`src/rtl/fifo_rd_packer.sv`:
```
// fifo_rd_packer: drains a first-word-fall-through FIFO and packs PACK_RATIO narrow entries
// into one wide word on a valid/ready master stream. A flush emits a partial word with
// per-lane keep bits. Optional idle-timeout auto-flush when FLUSH_TIMEOUT_EN is defined.
module fifo_rd_packer #(
  parameter int unsigned DATA_WIDTH     = 8,
  parameter int unsigned PACK_RATIO     = 4,
  parameter int unsigned CNT_WIDTH      = $clog2(PACK_RATIO),
  parameter int unsigned TIMEOUT_CYCLES = 16
) (
  input  logic                             clk,
  input  logic                             rst_n,
  input  logic                             clear,
  input  logic                             flush,
  output logic                             fifo_ren,
  input  logic [DATA_WIDTH-1:0]            fifo_rdata,
  input  logic                             fifo_empty,
  output logic                             m_valid,
  input  logic                             m_ready,
  output logic [DATA_WIDTH*PACK_RATIO-1:0] m_data,
  output logic [PACK_RATIO-1:0]            m_keep,
  output logic                             busy
);

  localparam logic [CNT_WIDTH-1:0] LastCnt = CNT_WIDTH'(PACK_RATIO - 1);

  if (PACK_RATIO < 2 || TIMEOUT_CYCLES < 1) begin : g_cfg_check
    $error("fifo_rd_packer: PACK_RATIO must be >= 2 and TIMEOUT_CYCLES >= 1");
  end

  // The last lane is never stored: it goes straight from fifo_rdata into the output word.
  logic [PACK_RATIO-2:0][DATA_WIDTH-1:0]  lane_q, lane_d;
  logic [CNT_WIDTH-1:0]                   acc_cnt_q, acc_cnt_d;
  logic [DATA_WIDTH*PACK_RATIO-1:0]       m_data_q, m_data_d;
  logic [PACK_RATIO-1:0]                  m_keep_q, m_keep_d;
  logic                                   m_valid_q, m_valid_d;
  logic                                   flush_pend_q, flush_pend_d;

  logic out_free;
  logic at_last;
  logic rd;
  logic flush_emit;

`ifdef FLUSH_TIMEOUT_EN
  localparam int unsigned TmrWidth = $clog2(TIMEOUT_CYCLES + 1);
  logic [TmrWidth-1:0] tmr_q, tmr_d;
`endif

  // Read decision, accumulation, word completion, flush emission and clear.
  always_comb begin
    out_free   = !m_valid_q || m_ready;
    at_last    = (acc_cnt_q == LastCnt);
    rd         = rst_n && !fifo_empty && !clear && !flush_pend_q && (!at_last || out_free);
    flush_emit = 1'b0;

    lane_d       = lane_q;
    acc_cnt_d    = acc_cnt_q;
    m_data_d     = m_data_q;
    m_keep_d     = m_keep_q;
    m_valid_d    = m_valid_q && !m_ready;
    flush_pend_d = flush_pend_q;

    if (rd) begin
      if (at_last) begin
        m_data_d  = {fifo_rdata, lane_q};
        m_keep_d  = '1;
        m_valid_d = 1'b1;
        acc_cnt_d = '0;
      end else begin
        for (int unsigned i = 0; i < PACK_RATIO - 1; i++) begin
          if (acc_cnt_q == CNT_WIDTH'(i)) lane_d[i] = fifo_rdata;
        end
        acc_cnt_d = acc_cnt_q + CNT_WIDTH'(1);
      end
    end

    // Reads are blocked while a flush is pending, so this never collides with a read.
    if (flush_pend_q) begin
      if (acc_cnt_q == '0) begin
        flush_pend_d = 1'b0;
      end else if (out_free) begin
        flush_emit = 1'b1;
        m_data_d   = '0;
        m_keep_d   = '0;
        for (int unsigned i = 0; i < PACK_RATIO - 1; i++) begin
          if (CNT_WIDTH'(i) < acc_cnt_q) begin
            m_data_d[i*DATA_WIDTH +: DATA_WIDTH] = lane_q[i];
            m_keep_d[i]                          = 1'b1;
          end
        end
        m_valid_d    = 1'b1;
        acc_cnt_d    = '0;
        flush_pend_d = 1'b0;
      end
    end

`ifdef FLUSH_TIMEOUT_EN
    tmr_d = tmr_q;
    if (rd || flush_emit) begin
      tmr_d = '0;
    end else if (acc_cnt_q != '0 && !flush_pend_q) begin
      if (tmr_q == TmrWidth'(TIMEOUT_CYCLES - 1)) begin
        tmr_d        = '0;
        flush_pend_d = 1'b1;
      end else begin
        tmr_d = tmr_q + TmrWidth'(1);
      end
    end
`endif

    // A flush arriving with a completing read is taken after the read.
    if (flush) flush_pend_d = 1'b1;

    if (clear) begin
      m_valid_d    = 1'b0;
      m_keep_d     = '0;
      acc_cnt_d    = '0;
      flush_pend_d = 1'b0;
`ifdef FLUSH_TIMEOUT_EN
      tmr_d        = '0;
`endif
    end
  end

  // Accumulator, output register and flush-pending state.
  always_ff @(posedge clk or negedge rst_n) begin
    if (!rst_n) begin
      lane_q       <= '0;
      acc_cnt_q    <= '0;
      m_data_q     <= '0;
      m_keep_q     <= '0;
      m_valid_q    <= 1'b0;
      flush_pend_q <= 1'b0;
    end else begin
      lane_q       <= lane_d;
      acc_cnt_q    <= acc_cnt_d;
      m_data_q     <= m_data_d;
      m_keep_q     <= m_keep_d;
      m_valid_q    <= m_valid_d;
      flush_pend_q <= flush_pend_d;
    end
  end

`ifdef FLUSH_TIMEOUT_EN
  // Idle counter for the automatic flush.
  always_ff @(posedge clk or negedge rst_n) begin
    if (!rst_n) tmr_q <= '0;
    else        tmr_q <= tmr_d;
  end
`endif

  // Output drive.
  always_comb begin
    fifo_ren = rd;
    m_valid  = m_valid_q;
    m_data   = m_data_q;
    m_keep   = m_keep_q;
    busy     = (acc_cnt_q != '0) || m_valid_q || flush_pend_q;
  end

endmodule

```
`config.mk`:
```
export PLATFORM = sky130hd
export DESIGN_NAME = fifo_rd_packer
export DESIGN_NICKNAME = d
export VERILOG_FILES = /design/src/rtl/fifo_rd_packer.sv
export SDC_FILE = /design/constraint.sdc
export NUM_CORES = 1
export LEC_CHECK = 0
export CORE_AREA = 4 4 90 92
export CTS_BUF_LIST = sky130_fd_sc_hd__clkbuf_8
export CTS_CLUSTER_SIZE = 8
export DETAILED_ROUTE_END_ITERATION = 6
export DIE_AREA = 0 0 94 96
export PLACE_DENSITY = 0.65
export SETUP_SLACK_MARGIN = 0.3
export SYNTH_ARGS = -nofsm -noshare
export SYNTH_HDL_FRONTEND = slang
export SYNTH_SLANG_ARGS = --single-unit
```
`constraint.sdc`:
```
create_clock -name clk -period 3.7 [get_ports clk]
set_clock_uncertainty 0.1 [all_clocks]
set_input_delay 0.37 -clock clk [delete_from_list [all_inputs] [get_ports clk]]
set_output_delay 0.37 -clock clk [all_outputs]
set_load 0.02 [all_outputs]
```
# Word-level counts from Yosys, hierarchy flattened
# Cells that the tools add are included.
[totals]
regBits = 64
output_inout_bits = 39
[classes]
n_reduce_logical = 20
addsub = 1
n_eq_ne = 3
muxes = 34
bitwise = 1
n_lt_le_gt_ge = 3
[op_table]
columns = ["cell", "count"]
rows = [
  ["$mux 32", 5],
  ["$mux 4", 6],
  ["$mux 8", 3],
  ["$mux 1", 14],
  ["$mux 2", 6],
  ["$reduce_and 3->1", 3],
  ["$logic_not 1->1", 6],
  ["$logic_and 1x1->1", 5],
  ["$eq 2x2->1 const B", 2],
  ["$logic_or 1x1->1", 4],
  ["$lt 1x2->1 const A", 2],
  ["$add 2x1->2 const B", 1],
  ["$eq 2x1->1 const B", 1],
  ["$logic_not 2->1", 1],
  ["$lt 2x2->1 const A", 1],
  ["$reduce_bool 2->1", 1],
  ["$not 1->1", 1],
]

# Depth between registers and ports, before layout
[depth]
ltp_word = 10
depth_mapped = 7

# Worst setup path before layout
# Ideal clock, no wire load.
[synth_path]
path_kind = "reg-to-reg"
start = "register acc_cnt_q[0]"
end = "register m_data_q[4] (netlist: m_data[4])"
period_less_slack_ns = 2.053
slack_ns = 1.647
arrival_time_ns = 1.828
required_ns = 3.475
setup_ns = 0.125
path_stages_with_launch = 8
path_buffers = 1
path_cell_list = "dfrtp_1 > inv_1 > ha_1 > nand2b_1 > nor2_1 > nor2_2 > buf_6 > mux2_2"
[synth_between]
elab_chain_len = 8
word_cells_on_any_way = 12
[synth_rtl]
columns = ["element", "line_no", "rtl"]
rows = [
  ["from (decl)", "32", "logic [CNT_WIDTH-1:0] acc_cnt_q, acc_cnt_d;"],
  ["from (signal assigned)", "135", "acc_cnt_q <= acc_cnt_d;"],
  ["$eq 2x2->1", "51", "at_last = (acc_cnt_q == LastCnt);"],
  ["$logic_not 1->1", "52", "rd = rst_n && !fifo_empty && !clear && !flush_pend_q && (!at_last || out_free);"],
  ["$logic_or 1x1->1", "52", ""],
  ["$logic_and 1x1->1", "52", ""],
  ["$mux 32", "62", "if (rd) begin"],
  ["$mux 32", "80", "end else if (out_free) begin"],
  ["$mux 32", "78", "if (acc_cnt_q == '0) begin"],
  ["$mux 32 *", "77", "if (flush_pend_q) begin"],
  ["named net m_data_d[4]", "33", "logic [DATA_WIDTH*PACK_RATIO-1:0] m_data_q, m_data_d;"],
  ["to (signal assigned)", "136", "m_data_q <= m_data_d;"],
  ["to (decl)", "33", ""],
]
# The timed path passes the listed nets; every way through them passes the cells marked *.
# A chain may end at the register's enable or synchronous reset.

# Worst setup path after layout
[layout_path]
start = "input rst_n"
end = "output fifo_ren"
[layout_between]
elab_chain_len = 4
[layout_rtl]
columns = ["element", "line_no", "rtl"]
rows = [
  ["from (decl)", "11", "input logic rst_n,"],
  ["$logic_and 1x1->1 (4 in a row)", "52", ""],
  ["to (decl)", "14", "output logic fifo_ren,"],
]
# Every way passes these cells.

==> impl_metrics.csv <==
group,metric,value,unit
power,swShare,24.5,%
timing,slew_viol_final,0,
setup_path,crit_family,"buffers and inverters",
timing,max_freq,326,MHz
timing,worst_slack,0.636,ns
power,leakagePower,1.54,nW
clock_tree,cts_tree,"done",
run,drv_cap,0,
logic_synthesis,synthDistinctLibCells,28,
layout,area_delta_synth_final,34.3,%
timing,min_period,3.06,ns
status,status,"completed",
power,seqPwrFrac,46.4,%
setup_path,cp-end-kind,"output pin",
place,placed_area,3160,sq um
layout,fin_area,3400,sq um
routing,dr_total_vias,1633,
die,dieArea,9020,sq um
routing,ant_nets,0,
routing,wl_met1,2580,microns
layout,register_area,1600,sq um
layout,drive_gt1_share,24.5,%
routing,drc,0,
setup_path,crit_slowest_cell,"clkdlybuf4s50_1",
clock_tree,cts_inserted_buffers,9,
logic_synthesis,synth_seq_cells,64,
routing,dr_wl_met2,2480,microns
worst_hold_path,hp-class,"primary input to asynchronous set/reset pin",
place,gp_congestion,0.822,
place,portBuffers,52,
routing,drt_iter0_drc,71,
die,core-area,7210,sq um
layout,fillers,690,
power,power.density,536,nW/um^2
clock_tree,clock_latency,0.33,ns
power,power.total,1.82,mW
routing,wl_met3,320,microns
global_route,grt_pass1_vias,1663,
clock_tree,cts_num_sinks,64,
setup_path,start_kind,"primary input",
place,dpl.hpwl,3780,microns
routing,top_layer,"met4",
setup_path,max_stage_delay,0.66,ns
clock_tree,cts.repair.resized,0,
die,die_x,94,microns
timing,tns,0,ns
die,start_util,35.1,%
layout,fin_cells,348,
power,p_int,1.38,mW
clock_tree,post_cts_buffers,0,
die,num_io_pins,53,
routing,wirelength,5400,microns
timing,fin_crit_sh,82.8,%
place,place_ws,0.711,ns
timing,rsz0062_at_grt,"no",
clock_tree,htreeDepth,3,
setup_path,worst-path-buf-inv,3,
logic_synthesis,yosysWarningCount,0,
logic_synthesis,ys_seq_area_share,63.3,%
logic_synthesis,synth_cells,182,
setup_path,cp.required,3.23,ns
layout,fin_nets,262,
setup_path,worstSetupPathType,"primary input to output pin",
setup_path,cp_data_arrival_time,2.59,ns
layout,diodes,0,
logic_synthesis,syn_nets,200,
clock_tree,cts-root-buf,"clkbuf_8",
place,dp_cells,331,
clock_tree,clk_pin_slew,0.06,ns
setup_path,cp_cell_sequence,"dlygate4sd3_1, buf_2, or4b_4, a21oi_1, clkdlybuf4s50_1",
timing,worst_slew_pin_slew,0.689,ns
timing,slew_headroom,54.1,%
global_route,grt_max_degree,58,
routing,drtPass1Iterations,4,
power,ir_drop,295,uV
clock_tree,clockBufferDepth,2,
setup_path,cp_max_fo,10,
global_route,grt_pass1_wl,8780,microns
routing,vias_per_cell,4.69,
power,comb_power_share,16.6,%
logic_synthesis,avgSynthCellArea,13.9,sq um
timing,setup_viol,0,
power,pwr-share-clk,37.0,%
logic_synthesis,synth_area,2530,sq um
power,net-switching-power,0.447,mW
die,die-height,96,microns
timing,finalHoldViolCount,0,
global_route,track_usage,13.3,%
timing,whs,0.341,ns
die,std_cell_rows,31,
global_route,antenna_found_initial,0,
routing,wl_per_cell,15.5,microns
layout,multi_input_area,878,sq um
global_route,grt-ovfl-total,0,
layout,fin_util,47.1,%
==> cell usage in the layout, fill, tap and decap left out, types with 2 or more instances in the layout <==
cell	instances
mux2_2	32
a21oi_1	9
buf_4	4
clkdlybuf4s50_1	51
nand2_2	2
a21o_1	2
dfrtp_1	64
clkbuf_8	11
o41ai_1	2
clkinv_2	2
nor2_1	5
a22o_1	16
nand2b_1	2
inv_1	2
ha_1	4
nor3_1	6
bufinv_16	2
nand2_1	19
==> power by group through the flow <==
stage	Combinational [mW]	Clock, mW	Sequential, mW
floorplan	0.105	0	0.902
global placement	0.301	0	0.858
detailed placement	0.305	0	0.860
CTS	0.308	0.691	0.848
global route	0.326	0.727	0.859
finish	0.302	0.674	0.846
==> flip-flops by register name, summed over array words and instances, names as in the netlist <==
name	cells
m_data	32
lane_q	24
m_keep	4
acc_cnt_q	2
flush_pend_q	1
m_valid	1
==> path summary, 6_finish.rpt <==
path / from / endpoint / slack (ns) / cells past startpoint
max in group asynchronous: rst_n / lane_q[10]$_DFFE_PN0P_ / 2.21 / 3
max: rst_n / fifo_ren / 0.64 / 5
min: rst_n / m_valid$_DFF_PN0_ / 0.34 / 2
min in group clk: lane_q[15]$_DFFE_PN0P_ / m_data[15]$_DFF_PN0_ / 0.39 / 1
max reg2reg: acc_cnt_q[1]$_DFF_PN0_ / m_data[4]$_DFF_PN0_ / 1.33 / 7
min reg2reg: lane_q[15]$_DFFE_PN0P_ / m_data[15]$_DFF_PN0_ / 0.39 / 1
==> timing repair <==
item	CTS	global route
endpoints found under the setup margin	0	0
hold buffers	1	0
hold endpoints to repair	7	0
==> final cells by class <==
type	instances	area share (%)
Sequential cell	64	47.1
Tap cell	99	3.65
Inverter	2	0.221
Timing Repair Buffer	57	16.4
Clock buffer	11	4.46
Multi-Input combinational cell	110	25.9
Clock inverter	5	2.32
==> routing by layer <==
layer	global-route usage (%)	up-vias
met1	17.6	798
met4	3.61	0
met3	6.10	4
li1	-	781
met5	0	-
met2	19.9	50
==> synthesized netlist by cell type, drive strengths merged <==
| master | instances | area [sq um] |
|---|---|---|
| o41ai | 2 | 17.5 |
| nand3 | 2 | 22.5 |
| a211oi | 1 | 7.51 |
| dfrtp | 64 | 1600 |
| a21oi | 9 | 45.0 |
| or4b | 1 | 13.8 |
| nor3 | 6 | 30.0 |
| nand2 | 21 | 83.8 |
| buf | 4 | 32.5 |
| a31oi | 1 | 6.26 |
| and3 | 1 | 6.26 |
| nor4b | 1 | 15.0 |
| nand2b | 2 | 12.5 |
| ha | 4 | 50.1 |
| nor2b | 1 | 6.26 |
| clkbuf | 2 | 8.75 |
| a21o | 2 | 15.0 |
| nor2 | 7 | 36.3 |
| mux2 | 32 | 360 |
| o21ba | 1 | 10.0 |
| a22o | 16 | 140 |
| inv | 2 | 7.51 |
==> logic make-up after synthesis <==
| logic type | synth area share (%) |
|---|---|
| mux | 14.3 |
| flops | 63.3 |
| compound gates | 9.55 |
| simple gates | 8.96 |
| buf+inv | 1.93 |
| fa+ha+maj | 1.98 |
==> worst register-to-register path: cells and delay by family, from the launching register on <==
kind | cells | cell delay (ns)
and+or+nand+nor | 3 | 0.71
buffers and inverters | 2 | 0.44
DFF | 1 | 0.42
muxes | 1 | 0.33
adders and majority gates | 1 | 0.25
(Power assumes the default switching activity.)
